===== src/rtl/seq_sched_pkg.sv =====
// Shared types and defaults for the sequence-detector scheduler.
// Holds the scheduler state encoding and a width helper.
package seq_sched_pkg;

  localparam int unsigned NReqDef   = 4;
  localparam int unsigned FrameWDef = 8;
  localparam int unsigned CntWDef   = 4;

  typedef enum logic [2:0] {
    StIdle,
    StClear,
    StShift,
    StDrain,
    StReport
  } state_e;

  function automatic int unsigned clog2(input int unsigned value);
    int unsigned res;
    res = 0;
    while ((32'd1 << res) < value) begin
      res++;
    end
    return res;
  endfunction

endpackage


===== src/rtl/rr_arbiter.sv =====
// Combinational round-robin arbiter: the first requester set after i_ptr wins.
// The pointer register is owned by the caller.
module rr_arbiter
  import seq_sched_pkg::*;
#(
  parameter int unsigned N_REQ = NReqDef,
  parameter int unsigned ID_W  = clog2(NReqDef)
) (
  input  logic [N_REQ-1:0] i_req,
  input  logic [ID_W-1:0]  i_ptr,
  output logic [N_REQ-1:0] o_grant,
  output logic [ID_W-1:0]  o_id,
  output logic             o_valid
);

  logic [ID_W-1:0] w_idx;

  // Scan from ptr+1 upward with wrap; the last candidate is the pointer itself.
  always_comb begin
    o_grant = '0;
    o_id    = '0;
    o_valid = 1'b0;
    w_idx   = '0;
    for (int unsigned off = 1; off <= N_REQ; off++) begin
      w_idx = ID_W'((32'(i_ptr) + off) % N_REQ);
      if (!o_valid && i_req[w_idx]) begin
        o_valid        = 1'b1;
        o_id           = w_idx;
        o_grant[w_idx] = 1'b1;
      end
    end
  end

endmodule


===== src/rtl/seq_detect_scheduler.sv =====
// Time-shares one serial Mealy detector among N_REQ requesters: grants a frame,
// clears the detector, shifts the frame MSB-first, counts hits and reports them.
module seq_detect_scheduler
  import seq_sched_pkg::*;
#(
  parameter int unsigned N_REQ   = NReqDef,
  parameter int unsigned FRAME_W = FrameWDef,
  parameter int unsigned CNT_W   = CntWDef,
  parameter int unsigned ID_W    = clog2(N_REQ)
) (
  input  logic                       clk,
  input  logic                       nrst,
  input  logic [N_REQ-1:0]           i_req,
  input  logic [N_REQ*FRAME_W-1:0]   i_frame_data,
  output logic [N_REQ-1:0]           o_ack,
  output logic                       o_det_x,
  output logic                       o_det_nrst,
  input  logic                       i_det_y,
  output logic                       o_res_valid,
  output logic [ID_W-1:0]            o_res_id,
  output logic [CNT_W-1:0]           o_res_count,
  input  logic                       i_res_ready
);

  localparam int unsigned      BitW    = clog2(FRAME_W + 1);
  localparam logic [CNT_W-1:0] CntMax  = {CNT_W{1'b1}};
  localparam logic [BitW-1:0]  LastBit = BitW'(FRAME_W - 1);
  localparam logic [ID_W-1:0]  PtrRst  = ID_W'(N_REQ - 1);

  state_e             r_state, w_state_d;
  logic [ID_W-1:0]    r_ptr, w_ptr_d;
  logic [FRAME_W-1:0] r_shreg, w_shreg_d;
  logic [BitW-1:0]    r_bit_cnt, w_bit_cnt_d;
  logic [CNT_W-1:0]   r_count, w_count_d;
  logic [ID_W-1:0]    r_res_id, w_res_id_d;
  logic [N_REQ-1:0]   r_ack, w_ack_d;
  logic               r_det_nrst, w_det_nrst_d;

  logic [N_REQ-1:0]   w_gnt;
  logic [ID_W-1:0]    w_gnt_id;
  logic               w_gnt_valid;
  logic [FRAME_W-1:0] w_frame_sel;
  logic               w_sample;

  rr_arbiter #(
    .N_REQ (N_REQ),
    .ID_W  (ID_W)
  ) u_rr_arbiter (
    .i_req   (i_req),
    .i_ptr   (r_ptr),
    .o_grant (w_gnt),
    .o_id    (w_gnt_id),
    .o_valid (w_gnt_valid)
  );

  // One-hot grant makes an AND-OR mux sufficient.
  always_comb begin
    w_frame_sel = '0;
    for (int unsigned i = 0; i < N_REQ; i++) begin
      w_frame_sel |= i_frame_data[i*FRAME_W +: FRAME_W] & {FRAME_W{w_gnt[i]}};
    end
  end

  always_comb begin
    w_state_d   = r_state;
    w_ptr_d     = r_ptr;
    w_shreg_d   = r_shreg;
    w_bit_cnt_d = r_bit_cnt;
    w_count_d   = r_count;
    w_res_id_d  = r_res_id;
    w_ack_d     = '0;
    w_sample    = 1'b0;

    unique case (r_state)
      StIdle: begin
        if (w_gnt_valid) begin
          w_state_d  = StClear;
          w_ptr_d    = w_gnt_id;
          w_res_id_d = w_gnt_id;
          w_shreg_d  = w_frame_sel;
          w_ack_d    = w_gnt;
        end
      end
      StClear: begin
        w_bit_cnt_d = '0;
        w_count_d   = '0;
        w_state_d   = StShift;
      end
      StShift: begin
        w_shreg_d = r_shreg << 1;
        // det_y lags det_x by one cycle, so the first shift cycle has nothing to sample.
        w_sample  = (r_bit_cnt != '0);
        if (r_bit_cnt == LastBit) begin
          w_state_d = StDrain;
        end else begin
          w_bit_cnt_d = r_bit_cnt + BitW'(1);
        end
      end
      StDrain: begin
        w_sample  = 1'b1;
        w_state_d = StReport;
      end
      StReport: begin
        if (i_res_ready) begin
          w_state_d = StIdle;
        end
      end
      default: w_state_d = StIdle;
    endcase

    if (w_sample && i_det_y && (r_count != CntMax)) begin
      w_count_d = r_count + CNT_W'(1);
    end

    w_det_nrst_d = (w_state_d != StClear);
  end

  always_ff @(posedge clk or negedge nrst) begin
    if (!nrst) begin
      r_state    <= StIdle;
      r_ptr      <= PtrRst;
      r_shreg    <= '0;
      r_bit_cnt  <= '0;
      r_count    <= '0;
      r_res_id   <= '0;
      r_ack      <= '0;
      r_det_nrst <= 1'b0;
    end else begin
      r_state    <= w_state_d;
      r_ptr      <= w_ptr_d;
      r_shreg    <= w_shreg_d;
      r_bit_cnt  <= w_bit_cnt_d;
      r_count    <= w_count_d;
      r_res_id   <= w_res_id_d;
      r_ack      <= w_ack_d;
      r_det_nrst <= w_det_nrst_d;
    end
  end

  assign o_ack       = r_ack;
  assign o_det_x     = (r_state == StShift) && r_shreg[FRAME_W-1];
  assign o_det_nrst  = r_det_nrst;
  assign o_res_valid = (r_state == StReport);
  assign o_res_id    = r_res_id;
  assign o_res_count = r_count;

endmodule


===== config.mk =====
export PLATFORM = sky130hd
export DESIGN_NAME = seq_detect_scheduler
export DESIGN_NICKNAME = d
export VERILOG_FILES = /design/src/rtl/seq_sched_pkg.sv /design/src/rtl/rr_arbiter.sv /design/src/rtl/seq_detect_scheduler.sv
export SDC_FILE = /design/constraint.sdc
export NUM_CORES = 1
export LEC_CHECK = 0
export CELL_PAD_IN_SITES_DETAIL_PLACEMENT = 1
export CELL_PAD_IN_SITES_GLOBAL_PLACEMENT = 1
export CORE_MARGIN = 8
export CORE_UTILIZATION = 40
export CTS_CLUSTER_DIAMETER = 50
export DETAILED_ROUTE_END_ITERATION = 10
export HOLD_SLACK_MARGIN = 0.03
export MAX_ROUTING_LAYER = met4
export PLACE_DENSITY_LB_ADDON = 0.1
export SYNTH_ARGS = -nofsm -noshare
export SYNTH_HDL_FRONTEND = slang
export SYNTH_SLANG_ARGS = --single-unit

===== constraint.sdc =====
create_clock -name clk -period 4.9 [get_ports clk]
set_input_delay 0.98 -clock clk [delete_from_list [all_inputs] [get_ports clk]]
set_output_delay 0.98 -clock clk [all_outputs]
set_load 0.01 [all_outputs]

==> flow_summary.html <==
<table>
<tr><th>Metric</th><th>Value</th></tr>
<tr><th colspan="2">Status</th></tr>
<tr><td>Status</td><td>complete, no violations</td></tr>
<tr><th colspan="2">Synthesis</th></tr>
<tr><td>Ranking of synthesized cells by area</td><td>dfrtp_1 33%, ha_1 6.9%, a22oi_2 4.4%</td></tr>
<tr><td>Async set-or-reset flop fraction in the synthesized netlist</td><td>1.000</td></tr>
<tr><td>Post-synthesis average cell area</td><td>9.928 um^2</td></tr>
<tr><td>Area share of the largest cell type after synthesis</td><td>0.3277</td></tr>
<tr><td>Synth Warn #</td><td>0</td></tr>
<tr><td>Number of flip-flops and latches in the synthesized netlist</td><td>28</td></tr>
<tr><td>Top-count cell post-synth</td><td>dfrtp_1</td></tr>
<tr><td>Netlist area before placement</td><td>1986 um^2</td></tr>
<tr><td>Most instantiated cells after synthesis</td><td>26 x dfrtp_1, 17 x inv_1, 12 x nand2_1</td></tr>
<tr><td>Post-synthesis cell type with the largest combined area</td><td>dfrtp_1</td></tr>
<tr><td>Count of unique library cells instantiated by Yosys</td><td>58</td></tr>
<tr><td>Sequential area share after synthesis</td><td>0.3541</td></tr>
<tr><td>Ys flop type</td><td>dfrtp_1</td></tr>
<tr><td>Gate count after technology mapping</td><td>200</td></tr>
<tr><td>Number of enable-type register cells in the synthesized netlist</td><td>0</td></tr>
<tr><td>Syn Nets</td><td>around 250</td></tr>
<tr><th colspan="2">Route</th></tr>
<tr><td>Final routed wirelength across all metal layers</td><td>5.585 mm</td></tr>
<tr><td>Detailed-route DRC error count</td><td>0</td></tr>
<tr><td>Via count</td><td>roughly 1800</td></tr>
<tr><td>Drt wl/cell</td><td>around 18 um</td></tr>
<tr><td>Number of nets still failing antenna checks after routing</td><td>0</td></tr>
<tr><td>Per-cell via count in the routed design</td><td>5.692</td></tr>
<tr><td>Number of DRC markers in iteration 0</td><td>111</td></tr>
<tr><td>Iteration count of the initial detailed-routing pass</td><td>5</td></tr>
<tr><th colspan="2">Power and ir drop</th></tr>
<tr><td>Peak ir drop on the vdd network</td><td>0.2882 mV</td></tr>
<tr><td>Power density normalized to cell area</td><td>588.2 nW/um^2</td></tr>
<tr><td>Pleak</td><td>approximately 1.1 nW</td></tr>
<tr><td>Total power</td><td>1.521 mW</td></tr>
<tr><th colspan="2">Floorplanning</th></tr>
<tr><td>Number of ports placed on the die boundary</td><td>between 50 and 60</td></tr>
<tr><td>Core region area</td><td>4755 um^2</td></tr>
<tr><td>Die Footprint</td><td>7474 um^2</td></tr>
<tr><td>Starting density of the core</td><td>0.4176</td></tr>
<tr><td>Height of the die</td><td>86.46 um</td></tr>
<tr><td>Std cell rows</td><td>25</td></tr>
<tr><td>Width of the chip</td><td>~86 um</td></tr>
<tr><th colspan="2">Clocking</th></tr>
<tr><td>CTS Buf Count</td><td>3</td></tr>
<tr><td>Hold-fix buffers at CTS</td><td>0</td></tr>
<tr><td>Register clock-pin slew on the reported worst setup and hold paths</td><td>0.10 ns</td></tr>
<tr><td>Cells resized by post-CTS repair</td><td>0</td></tr>
<tr><td>Maximum buffer depth of the clock tree</td><td>2</td></tr>
<tr><td>H-tree levels</td><td>1</td></tr>
<tr><td>Setup repair bufs after CTS</td><td>0</td></tr>
<tr><td>Clock latency at the later pin of the worst-skew pair</td><td>0.27 ns</td></tr>
<tr><td>CTS tree</td><td>done</td></tr>
<tr><td>Sink count of the clock tree</td><td>28</td></tr>
<tr><td>CTS Root Cell</td><td>clkbuf_8</td></tr>
<tr><th colspan="2">Flow run</th></tr>
<tr><td>Max-capacitance violation count</td><td>0</td></tr>
<tr><th colspan="2">GRT</th></tr>
<tr><td>First-pass GRT wire length</td><td>9.432 mm</td></tr>
<tr><td>Pin count of the biggest net entering global routing</td><td>29</td></tr>
<tr><td>Total grt overflow</td><td>0</td></tr>
<tr><td>Global router's overall resource usage</td><td>0.1604</td></tr>
<tr><td>Initial antenna violation count</td><td>0</td></tr>
<tr><td>Vias in the first global route</td><td>approximately 1900</td></tr>
<tr><th colspan="2">Finish</th></tr>
<tr><td>Final std cell area, no fill</td><td>2586 um^2</td></tr>
<tr><td>Post-Route Utilization</td><td>0.5439</td></tr>
<tr><td>Non-Filler Instances</td><td>312</td></tr>
<tr><td>Count of nets after finishing</td><td>297</td></tr>
<tr><td>Layout-stage area growth over the synthesis result</td><td>30.25%</td></tr>
<tr><td>Layout cell share with drive strength beyond 1</td><td>0.1020</td></tr>
<tr><td>Number of diodes added for antenna fixing</td><td>0</td></tr>
<tr><th colspan="2">Critical path</th></tr>
<tr><td>Endpoint class of the critical path</td><td>flop</td></tr>
<tr><td>Class of the most critical setup path</td><td>input pin to flop</td></tr>
<tr><td>Slowest stage delay, CP</td><td>0.73 ns</td></tr>
<tr><td>CP Cell Sequence</td><td>clkdlybuf4s50_1 &gt; or3b_1 &gt; a2111o_1 &gt; nand2_1 &gt; a221o_1 &gt; a22oi_2 &gt; o221ai_1</td></tr>
<tr><td>Cell family with most CP delay</td><td>compound AO/OA/AOI/OAI gates</td></tr>
<tr><td>Crit-path max FO</td><td>14</td></tr>
<tr><td>Startpoint of the worst-slack reg-to-reg timing path</td><td>r_ptr[0]$_DFFE_PN1P_</td></tr>
<tr><td>Required time of the worst setup path</td><td>5.09 ns</td></tr>
<tr><td>Register-to-register setup slack</td><td>1.67 ns</td></tr>
<tr><td>Arr. time, crit path</td><td>3.47 ns</td></tr>
<tr><td>Worst path buffer plus inverter count</td><td>1</td></tr>
<tr><td>Type of origin of the critical path</td><td>input pin</td></tr>
<tr><td>Slowest cell on the critical path</td><td>clkdlybuf4s50_1</td></tr>
<tr><td>Path depth of the worst reg2reg path</td><td>7</td></tr>
<tr><td>Critical R2R Capture</td><td>r_shreg[4]$_DFFE_PN0P_</td></tr>
<tr><th colspan="2">Placement</th></tr>
<tr><td>I/O Buffers</td><td>52</td></tr>
<tr><td>HPWL after DPL</td><td>4.248 mm</td></tr>
<tr><td>Post-placement setup slack</td><td>1.269 ns</td></tr>
<tr><td>Final weighted congestion in routability-driven placement</td><td>0.7588</td></tr>
<tr><td>Placement Cell Area</td><td>2531 um^2</td></tr>
<tr><td>Post-placement cell count</td><td>308</td></tr>
<tr><th colspan="2">Timing</th></tr>
<tr><td>Setup slack after layout</td><td>1.614 ns</td></tr>
<tr><td>Final Critical Period</td><td>3.286 ns</td></tr>
<tr><td>Final-layout setup total negative slack</td><td>0 ns</td></tr>
<tr><td>Number of hold-slack violations in the final timing report</td><td>0</td></tr>
<tr><td>Setup Viol. Count Final</td><td>0</td></tr>
<tr><td>WHS</td><td>between 0.5 and 0.6 ns</td></tr>
<tr><td>Period utilization</td><td>0.6706</td></tr>
<tr><td>Max Transition Viols Final</td><td>0</td></tr>
<tr><td>Least-Margin Pin Slew</td><td>0.7622 ns</td></tr>
<tr><td>Highest clock frequency the design can meet</td><td>0.3043 GHz</td></tr>
<tr><td>Setup repair after global routing missed its margin</td><td>no</td></tr>
<tr><td>Slew HR</td><td>0.4908</td></tr>
<tr><td>Worst Clk Skew</td><td>approximately 0.0032 ns</td></tr>
<tr><th colspan="2">Worst hold path</th></tr>
<tr><td>Type of the most critical hold path</td><td>flop to flop</td></tr>
<tr><td>Worst hold path startpoint</td><td>o_res_id[0]$_DFFE_PN0P_</td></tr>
<tr><td>End point of the worst hold path</td><td>o_res_id[0]$_DFFE_PN0P_</td></tr>
<tr><td>Cell count of the worst hold path</td><td>1</td></tr>
</table>
==> report_power, final <==
group	switching, mW	total, mW	leakage [nW]	internal [mW]
clock network	0.0711	0.143	0.0288	0.0719
logic	0.494	0.909	0.720	0.415
registers	0.129	0.469	0.356	0.340
total	0.694	1.52	1.10	0.827
==> layout make-up <==
class / count / area [um^2]
Sequential cell: 28 / 703.2
Clock buffer: 4 / 55.05
Fill cell: 553 / 2168
Tap cell: 67 / 83.83
Timing Repair Buffer: 53 / 528.0
Multi-Input combinational cell: 142 / 1149
Inverter: 18 / 67.56
==> cells by family after synthesis <==
kind of cell             after synthesis  synth area share
AO/OA/AOI/OAI                         67            0.2930
adder cells (fa/ha/maj)               11           0.06931
buffers and inverters                 30           0.06741
flip-flops                            28            0.3541
multiplexers                           5           0.03781
AND/OR/NAND/NOR                       59            0.1783
==> cells in the final DEF, fill, tap and decap left out, types with 4 or more instances in the layout <==
master,synthesis,routed
clkdlybuf4s50_1,0,52
dfrtp_1,26,26
inv_1,17,17
nand2_1,12,12
ha_1,11,11
nand3_1,9,9
o221ai_1,8,8
a22oi_2,7,7
a222oi_1,7,7
nor3b_1,6,6
o21ai_0,6,6
o21ai_1,5,5
nor2_1,5,5
a21oi_1,5,5
nor3_1,4,4
o211ai_1,4,4
clkbuf_8,0,4
==> worst max-delay path by stage <==
stage / from / to / slack (ns) / depth (start not counted)
finish: i_req[2] / r_shreg[7]$_DFFE_PN0P_ / 1.61 / 7
global route: r_ptr[0]$_DFFE_PN1P_ / r_shreg[4]$_DFFE_PN0P_ / 1.44 / 7
CTS: i_req[2] / r_shreg[2]$_DFFE_PN0P_ / 1.57 / 7
detailed placement: i_req[2] / r_shreg[2]$_DFFE_PN0P_ / 1.27 / 7
global placement: i_req[2] / r_shreg[7]$_DFFE_PN0P_ / 1.32 / 7
floorplan: r_ptr[0]$_DFFE_PN1P_ / r_shreg[1]$_DFFE_PN0P_ / 2.17 / 11
==> sequential cells by signal, indices dropped and copies added (netlist names) <==
signal / cells
o_ack: 4
o_det_nrst: 1
o_res_count: 4
o_res_id: 2
r_bit_cnt: 4
r_ptr: 2
r_shreg: 8
r_state: 3
==> routing by layer <==
metal	vias to the layer above	global-route usage	wire [um]
met2	45	0.2507	2655
li1	857	-	-
met4	0	0.04225	42
met5	-	-	0
met1	870	0.2106	2675
met3	4	0.02457	212
Power figures use the tool's default switching activity.
